===== config.mk =====
export PLATFORM = sky130hd
export DESIGN_NAME = truth_table_scanner_flat
export DESIGN_NICKNAME = d
export VERILOG_FILES = /design/src/rtl/truth_table_scanner_if.sv /design/src/rtl/truth_table_scanner.sv /design/src/flat_wrapper.sv
export SDC_FILE = /design/constraint.sdc
export NUM_CORES = 1
export LEC_CHECK = 0
export ABC_CLOCK_PERIOD_IN_PS = 2300
export CAP_MARGIN = 25
export CORE_MARGIN = 2
export CORE_UTILIZATION = 31
export CTS_BUF_LIST = sky130_fd_sc_hd__clkbuf_2 sky130_fd_sc_hd__clkbuf_4 sky130_fd_sc_hd__clkbuf_8
export CTS_CLUSTER_DIAMETER = 40
export DETAILED_ROUTE_END_ITERATION = 16
export DONT_BUFFER_PORTS = 1
export PLACE_DENSITY_LB_ADDON = 0.1
export RECOVER_POWER = 25
export SLEW_MARGIN = 15
export SYNTH_ARGS = -nofsm -noshare
export SYNTH_HDL_FRONTEND = slang
export SYNTH_SLANG_ARGS = --single-unit
export TNS_END_PERCENT = 10

===== constraint.sdc =====
create_clock -name clk -period 2.3 [get_ports clk]
set_input_delay 0.345 -clock clk [delete_from_list [all_inputs] [get_ports clk]]
set_output_delay 0.345 -clock clk [all_outputs]
set_load 0.1 [all_outputs]

===== src/rtl/truth_table_scanner_if.sv =====
// Handshake and result bundle between a scan controller and the truth-table scanner.
// The scanner takes the slave view; the function block and its controller take the master view.
interface truth_table_scanner_if;
  logic       start;
  logic [7:0] expected;
  logic       f;
  logic       a;
  logic       b;
  logic       c;
  logic       busy;
  logic       done;
  logic [7:0] table_out;
  logic       mismatch;
  logic [2:0] first_fail_idx;

  modport master (
    output start, expected, f,
    input  a, b, c, busy, done, table_out, mismatch, first_fail_idx
  );

  modport slave (
    input  start, expected, f,
    output a, b, c, busy, done, table_out, mismatch, first_fail_idx
  );
endinterface


===== src/rtl/truth_table_scanner.sv =====
// Sweeps {a,b,c} through 0..7, samples f after a settle time per vector and
// checks the captured truth table against an expected table latched at start.
module truth_table_scanner #(
  parameter int unsigned SETTLE_CYCLES = 1
) (
  input logic                 clk,
  input logic                 rst,
  truth_table_scanner_if.slave bus
);
  localparam int unsigned CNT_W = (SETTLE_CYCLES > 1) ? $clog2(SETTLE_CYCLES) : 1;
  localparam int unsigned IDX_W = 3;
  localparam int unsigned TBL_W = 8;

  typedef enum logic [1:0] {IDLE, SCAN, DONE} state_t;

  state_t             state, state_next;
  logic [IDX_W-1:0]   idx, idx_n;
  logic [CNT_W-1:0]   cnt, cnt_n;
  logic [TBL_W-1:0]   exp_q, exp_n;
  logic [TBL_W-1:0]   tbl_q, tbl_n;
  logic               mis_q, mis_n;
  logic [IDX_W-1:0]   ffi_q, ffi_n;
  logic               busy_q, busy_n;
  logic               done_q, done_n;
  logic [IDX_W-1:0]   abc_q, abc_n;
  logic [TBL_W-1:0]   diff;
  logic               sample;

  assign sample = (state == SCAN) && (cnt == CNT_W'(SETTLE_CYCLES - 1));

  // State and all registered outputs
  always_ff @(posedge clk) begin
    if (rst) begin
      state  <= IDLE;
      idx    <= '0;
      cnt    <= '0;
      exp_q  <= '0;
      tbl_q  <= '0;
      mis_q  <= 1'b0;
      ffi_q  <= '0;
      busy_q <= 1'b0;
      done_q <= 1'b0;
      abc_q  <= '0;
    end else begin
      state  <= state_next;
      idx    <= idx_n;
      cnt    <= cnt_n;
      exp_q  <= exp_n;
      tbl_q  <= tbl_n;
      mis_q  <= mis_n;
      ffi_q  <= ffi_n;
      busy_q <= busy_n;
      done_q <= done_n;
      abc_q  <= abc_n;
    end
  end

  // Next-state logic
  always_comb begin
    state_next = state;
    case (state)
      IDLE:    if (bus.start) state_next = SCAN;
      SCAN:    if (sample && (idx == IDX_W'(7))) state_next = DONE;
      DONE:    state_next = IDLE;
      default: state_next = IDLE;
    endcase
  end

  // Datapath and next values of the registered outputs
  always_comb begin
    idx_n = idx;
    cnt_n = cnt;
    exp_n = exp_q;
    tbl_n = tbl_q;
    mis_n = mis_q;
    ffi_n = ffi_q;
    diff  = '0;
    case (state)
      IDLE: begin
        if (bus.start) begin
          exp_n = bus.expected;
          tbl_n = '0;
          mis_n = 1'b0;
          ffi_n = '0;
          idx_n = '0;
          cnt_n = '0;
        end
      end
      SCAN: begin
        if (sample) begin
          tbl_n[idx] = bus.f;
          cnt_n      = '0;
          if (idx != IDX_W'(7)) begin
            idx_n = idx + IDX_W'(1);
          end else begin
            // Table is complete on this edge; lowest differing vector wins
            diff  = tbl_n ^ exp_q;
            mis_n = |diff;
            ffi_n = '0;
            for (int k = TBL_W - 1; k >= 0; k--) begin
              if (diff[k]) ffi_n = IDX_W'(k);
            end
          end
        end else begin
          cnt_n = cnt + CNT_W'(1);
        end
      end
      default: ;
    endcase
    busy_n = (state_next == SCAN);
    done_n = (state_next == DONE);
    abc_n  = (state_next == SCAN) ? idx_n : '0;
  end

  assign bus.a              = abc_q[2];
  assign bus.b              = abc_q[1];
  assign bus.c              = abc_q[0];
  assign bus.busy           = busy_q;
  assign bus.done           = done_q;
  assign bus.table_out      = tbl_q;
  assign bus.mismatch       = mis_q;
  assign bus.first_fail_idx = ffi_q;
endmodule


===== src/flat_wrapper.sv =====
// flat-port wrapper written by rule: the top's interface ports become plain ports
module truth_table_scanner_flat 
#(
  parameter int unsigned SETTLE_CYCLES = 1
)
  (clk, rst, bus_start, bus_expected, bus_f, bus_a, bus_b, bus_c, bus_busy, bus_done, bus_table_out, bus_mismatch, bus_first_fail_idx);
  truth_table_scanner_if bus_i ();
  input logic clk;
  input logic rst;
  input wire logic [$bits(bus_i.start)-1:0] bus_start;
  input wire logic [$bits(bus_i.expected)-1:0] bus_expected;
  input wire logic [$bits(bus_i.f)-1:0] bus_f;
  output wire logic [$bits(bus_i.a)-1:0] bus_a;
  output wire logic [$bits(bus_i.b)-1:0] bus_b;
  output wire logic [$bits(bus_i.c)-1:0] bus_c;
  output wire logic [$bits(bus_i.busy)-1:0] bus_busy;
  output wire logic [$bits(bus_i.done)-1:0] bus_done;
  output wire logic [$bits(bus_i.table_out)-1:0] bus_table_out;
  output wire logic [$bits(bus_i.mismatch)-1:0] bus_mismatch;
  output wire logic [$bits(bus_i.first_fail_idx)-1:0] bus_first_fail_idx;
  assign bus_i.start = bus_start;
  assign bus_i.expected = bus_expected;
  assign bus_i.f = bus_f;
  assign bus_a = bus_i.a;
  assign bus_b = bus_i.b;
  assign bus_c = bus_i.c;
  assign bus_busy = bus_i.busy;
  assign bus_done = bus_i.done;
  assign bus_table_out = bus_i.table_out;
  assign bus_mismatch = bus_i.mismatch;
  assign bus_first_fail_idx = bus_i.first_fail_idx;
  truth_table_scanner #(.SETTLE_CYCLES(SETTLE_CYCLES)) u_core (.clk(clk), .rst(rst), .bus(bus_i));
endmodule

==> out/qor.yml, run 1 <==
synth_async_sr_flop_share_pct: 0
vdd_ir_drop_max_v: 0.0002572
grt_util_met1_pct: 18.00
preCtsSetupSlack_ps: 248.8
required_ps: 2500
maxCapViolations: 0
slew_viol_final: 0
drt-vias-per-instance: 5.171
clkLatencyLatePin_ps: 280
cts_tree: "yes"
synthesis.area_um2: 1464
ys_ff_latch: 31
post_cts_resized: 0
track_usage_pct: 14.09
clock-sinks: 31
drt_iter0_drc: 76
final_nets: 192
hold_viol: 0
yosys_warnings: 0
area_growth_syn_to_layout_pct: 14.70
min_path_type: "input port to flip-flop"
die_h_um: 72.72
yosysSeqAreaShare_pct: 42.39
antenna_found_initial: 0
diodes: 0
die_w_um: 72.72
arrival_ps: 2270
power.leakage_nw: 0.6018
p_per_area_nw_per_um2: 747.4
yosys_most_used_dff: "dfxtp_1"
synthCells: 164
timing.slew.headroom_pct: 17.62
rows: 25
synth_nets: 177
status: "finished clean"
ant_nets: 0
cp-start-kind: "flip-flop"
grt_max_degree: 28
rsz0062_at_grt: "false"
first_pass_iters: 4
period_minus_slack_ps: 2073
synth-edff-count: 0
drc: 0
clock-root-buffer: "clkbuf_8"
gp_congestion: 0.7583
ctsHoldBuffers: 0
setup_viol: 0
vias: 1210
min_period_over_period_pct: 90.13
endpoint_kind: "flip-flop"
post-cts-setup-buffer-count: 0
grt_use_met3_pct: 6.077
final_common_cell: "dfxtp_1"
skew_ps: 7.327
use_met2_pct: 20.61
initial_core_util_pct: 31.62
grt_pass1_wl_um: 5609
fmax_mhz: 482.4
htree_levels: 2
synth_cell_type_count: 35
path_clk_slew_ps: 70
grt_pass1_vias: 1153
grt_busiest_layer: "met2"
setup_tns_ps: 0
whs_ps: 124.0
clockBufferDepth: 2
die_area_um2: 5288
layout_common_cells: "dfxtp_1 (31), nand2_1 (20), nor2_1 (18)"
globalRouteOverflowTotal: 0
critical_path_class: "flip-flop to flip-flop"
finalWorstSetupSlack_ps: 227.0
wl_um: 3367
ios: 29
avgSynthCellArea_um2: 8.926
drive_above_1_share_pct: 11.67
port-buffer-count: 0
cts_buffers: 5
crit_fanout: 11
fin_util_pct: 36.27
dp.final_hpwl_um: 2446
wl_per_cell_um: 14.39
worst_slew_pin_slew_ps: 1236
core_um2: 4629
## layout make-up
| class | count | area [um2] |
|---|---|---|
| Fill cell | 483 | 2950 |
| Clock buffer | 6 | 82.58 |
| Clock inverter | 2 | 35.03 |
| Sequential cell | 31 | 620.6 |
| Timing Repair Buffer | 18 | 93.84 |
| Tap cell | 54 | 67.56 |
| Multi-Input combinational cell | 123 | 779.5 |
## worst paths after layout
path                                 startpoint                            to  slack (ps)  cells after the start
worst max register to register    u_core.idx[2]  u_core.bus.first_fail_idx[0]         230                      6
worst min register to register  u_core.exp_q[4]               u_core.exp_q[4]         460                      2
worst max-delay path              u_core.idx[2]  u_core.bus.first_fail_idx[0]         230                      6
worst min-delay path                        rst  u_core.bus.first_fail_idx[0]         120                      1
## kinds of logic after synthesis
group | synth area share (%)
XOR/XNOR | 5.385
buffers and inverters | 4.359
AND/OR/NAND/NOR | 25.81
multiplexers | 5.470
flip-flops | 42.39
adder cells (fa/ha/maj) | 0.8546
AO/OA/AOI/OAI | 15.73
## sequential cells by signal, indices dropped and copies added, names as in the netlist, 2 cells and up
| register | flops |
|---|---|
| u_core.abc_q | 3 |
| u_core.bus.first_fail_idx | 3 |
| u_core.bus.table_out | 8 |
| u_core.exp_q | 8 |
| u_core.idx | 3 |
| u_core.state | 2 |
## critical path, stage by stage, from the launching register on
cell and delay [ps]:
dfxtp_1 520, nor3b_1 420, mux2i_1 310, xnor2_1 130, nor2b_1 140, a211o_1 280
a221oi_2 200
## layer usage
metal | up-vias | wire, um
met1 | 560 | 1585
met5 | - | 0
li1 | 607 | -
met2 | 35 | 1433
met3 | 8 | 275
met4 | 0 | 72
## synthesized netlist by cell type (2+ instances only)
library cell / instances / share of area, %
xnor2_1: 9 / 5.4
a22oi_1: 9 / 4.6
dfxtp_1: 31 / 42
clkbuf_1: 6 / 1.5
nand2_1: 20 / 5.1
a21oi_1: 8 / 2.7
or3b_1: 2 / 1.2
nor4_1: 2 / 0.85
nor2_1: 18 / 4.6
mux2i_1: 8 / 5.5
nor3b_1: 8 / 4.1
and2_1: 3 / 1.3
buf_6: 3 / 2.3
nor2b_1: 4 / 1.7
and3b_2: 3 / 2.1
o21ai_0: 10 / 3.4
a22o_1: 2 / 1.2
## metrics by stage
step	total power [mW]	std cells	area, um2
6_report	1.255	234	1679
5_1_grt	1.313	234	1679
4_1_cts	1.274	234	1720
3_5_place_dp	0.7173	226	1603
3_3_place_gp	0.7158	226	1603
2_1_floorplan	0.7000	164	1464
## where the power goes
part / switching (mW) / internal, mW / leakage [nW]
sequential: 0.0133 / 0.552 / 0.252
combinational: 0.0912 / 0.0446 / 0.288
clock: 0.203 / 0.350 / 0.0612
total: 0.308 / 0.947 / 0.602
(Power assumes the default switching activity.)
==> run 2: changes to the inputs <==
--- a/config.mk
+++ b/config.mk
@@ -5,9 +5,9 @@
 export SDC_FILE = /design/constraint.sdc
 export NUM_CORES = 1
 export LEC_CHECK = 0
+export ABC_AREA = 0
 export ABC_CLOCK_PERIOD_IN_PS = 2300
 export CAP_MARGIN = 25
-export CORE_MARGIN = 2
 export CORE_UTILIZATION = 31
 export CTS_BUF_LIST = sky130_fd_sc_hd__clkbuf_2 sky130_fd_sc_hd__clkbuf_4 sky130_fd_sc_hd__clkbuf_8
 export CTS_CLUSTER_DIAMETER = 40
==> run 2 against run 1 <==
The flow now finishes with violations (design-rule violations). Non-clock buffer count unchanged. Clock skew decreased by 6.1 ps. Count of clock-buffer cells in the layout increased by 2. Worst hold slack improved by 5.3 ps. Final area decreased by 0.67%. Power decreased by 5.8%. Highest routed layer unchanged.
==> out/qor.yml, run 2 (same netlist as run 1, synthesis figures left out) <==
first_pass_iters: 10  # +6
grt_util_met1_pct: 17.82  # -0.18 points
nFillCells: 458  # -5.2%
clock-root-buffer: "clkbuf_8"
slew_viol_final: 0  # unchanged
gp_congestion: 0.7856  # +3.6%
crit_cells: 6  # unchanged
dp.final_hpwl_um: 2413  # -1.3%
htree_levels: 2  # unchanged
path_clk_slew_ps: 60  # about the same
worst_slew_pin_slew_ps: 1238  # +2.084 ps
post-cts-setup-buffer-count: 0  # unchanged
p_per_area_nw_per_um2: 708.7  # -5.2%
setup_viol: 0  # unchanged
slowest_delay_ps: 510  # about the same
globalRouteOverflowTotal: 0  # unchanged
cp-start-kind: "flip-flop"
rr_endpoint: "u_core.bus.first_fail_idx[2]"
rows: 24  # -4.0%
use_met2_pct: 23.72  # +3.1 points
port-buffer-count: 0  # unchanged
rsz0062_at_grt: "false"
grt_busiest_layer: "met2"
die_h_um: 70.72  # -2.8%
critPathLaunch: "u_core.idx[0]"
preCtsSetupSlack_ps: 147.0  # -101.8 ps
multi_input_area_um2: 784.5  # +0.64%
clock-sinks: 31  # unchanged
wl_um: 3408  # +1.2%
fmax_mhz: 492.0  # +2.0%
layout_common_cells: "dfxtp_1 (31), nand2_1 (20), nor2_1 (18)"
arrival_ps: 2260  # about the same
grt_max_degree: 28  # unchanged
track_usage_pct: 14.73  # +0.64 points
hold_viol: 0  # unchanged
r2r_start: "u_core.idx[0]"
drc: 6  # +6
required_ps: 2530  # +30 ps
crit_family: "simple AND/OR/NAND/NOR gates"
drt-vias-per-instance: 5.172  # about the same
min_path_type: "input port to flip-flop"
initial_core_util_pct: 32.94  # +1.3 points
diodes: 0  # unchanged
die_area_um2: 5001  # -5.4%
drive_above_1_share_pct: 12.22  # +0.56 points
clkLatencyLatePin_ps: 280  # about the same
min_period_over_period_pct: 88.36  # -1.8 points
status: "finished, violations left"
ant_nets: 0  # unchanged
critical_path_class: "flip-flop to flip-flop"
r2r_cells: 6  # unchanged
setup_tns_ps: 0  # unchanged
rrSetupSlack_ps: 270  # +40 ps
die_w_um: 70.72  # -2.8%
cp.buffers_inverters: 0  # unchanged
cp_cell_sequence: "ha_1 -> nand2_1 -> nor3b_2 -> nor3b_1 -> and2_1 -> a32o_1"
cpMaxStageDelayCell: "dfxtp_1"
finalWorstSetupSlack_ps: 267.7  # +40.67 ps
drt_iter0_drc: 56  # -26%
clockBufferDepth: 2  # unchanged
period_minus_slack_ps: 2032  # -40.67 ps
maxCapViolations: 0  # unchanged
crit_end: "u_core.bus.first_fail_idx[2]"
grt_pass1_wl_um: 5616  # +0.12%
endpoint_kind: "flip-flop"
ios: 29  # unchanged
cts_buffers: 5  # unchanged
core_um2: 4444  # -4.0%
cts_tree: "yes"
final_nets: 192  # unchanged
grt_pass1_vias: 1156  # +0.26%
grt_use_met3_pct: 6.268  # +0.19 points
violations: "design-rule violations"
antenna_found_initial: 0  # unchanged
final_common_cell: "dfxtp_1"
vdd_ir_drop_max_v: 0.0003533  # +37%
whs_ps: 129.3  # +5.269 ps
vias: 1200  # -0.83%
timing.slew.headroom_pct: 17.48  # -0.14 points
wl_per_cell_um: 14.69  # +2.1%
skew_ps: 1.249  # -6.077 ps
area_growth_syn_to_layout_pct: 13.93
crit_fanout: 11  # unchanged
seqCellArea_um2: 620.6  # unchanged
power.leakage_nw: 0.5994  # -0.39%
## run 2: report_power, final
part | internal [mW] | switching [mW] | total (mW)
sequential | 0.552 | 0.0136 | 0.566
combinational | 0.0442 | 0.0911 | 0.135
clock | 0.285 | 0.196 | 0.481
## run 2: what timing repair did
item / 4_1_cts / 5_1_grt
resized for setup: 0 / 1
endpoints found under the setup margin: 0 / 1
hold buffers: 0 / 0
## run 2: worst register-to-register path: cells and delay by family, from the launching register on
family                     cells  cell delay [ps]
AOI/OAI and AO/OA              1              160
adders and majority gates      1              240
DFF                            1              510
and+or+nand+nor                4             1050
## run 2: layout make-up
cell class | count | share of cell area [%]
clock buffer | 8 | 6.227
tap | 52 | 3.901
timing repair buffer | 18 | 5.626
sequential | 31 | 37.21
multi-input combinational | 123 | 47.04
## run 2: worst min path at each step
stage	startpoint	to	slack, ps	depth (start not counted)
3_3_place_gp	rst	u_core.bus.first_fail_idx[0]	420	1
6_report	rst	u_core.exp_q[1]	130	1
4_1_cts	rst	u_core.bus.first_fail_idx[0]	120	1
5_1_grt	rst	u_core.state[1]	110	1
2_1_floorplan	u_core.exp_q[0]	u_core.exp_q[0]	450	2
3_5_place_dp	rst	u_core.bus.first_fail_idx[0]	420	1
## run 2: stage by stage
stage	power, mW	instance area, um2	std cells	util, %
detailed placement	0.7169	1600	224	36.01
global placement	0.7147	1600	224	36.01
floorplan	0.7000	1464	164	-
finish	1.182	1668	232	37.53
global route	1.250	1668	232	37.53
CTS	1.201	1704	232	38.34
## run 2: metal layers
layer,share of wire [%],wire (um),vias up
li1,-,-,608
met3,6.0,203,4
met5,0,0,-
met4,0.73,25,0
met1,46,1566,557
met2,47,1612,31
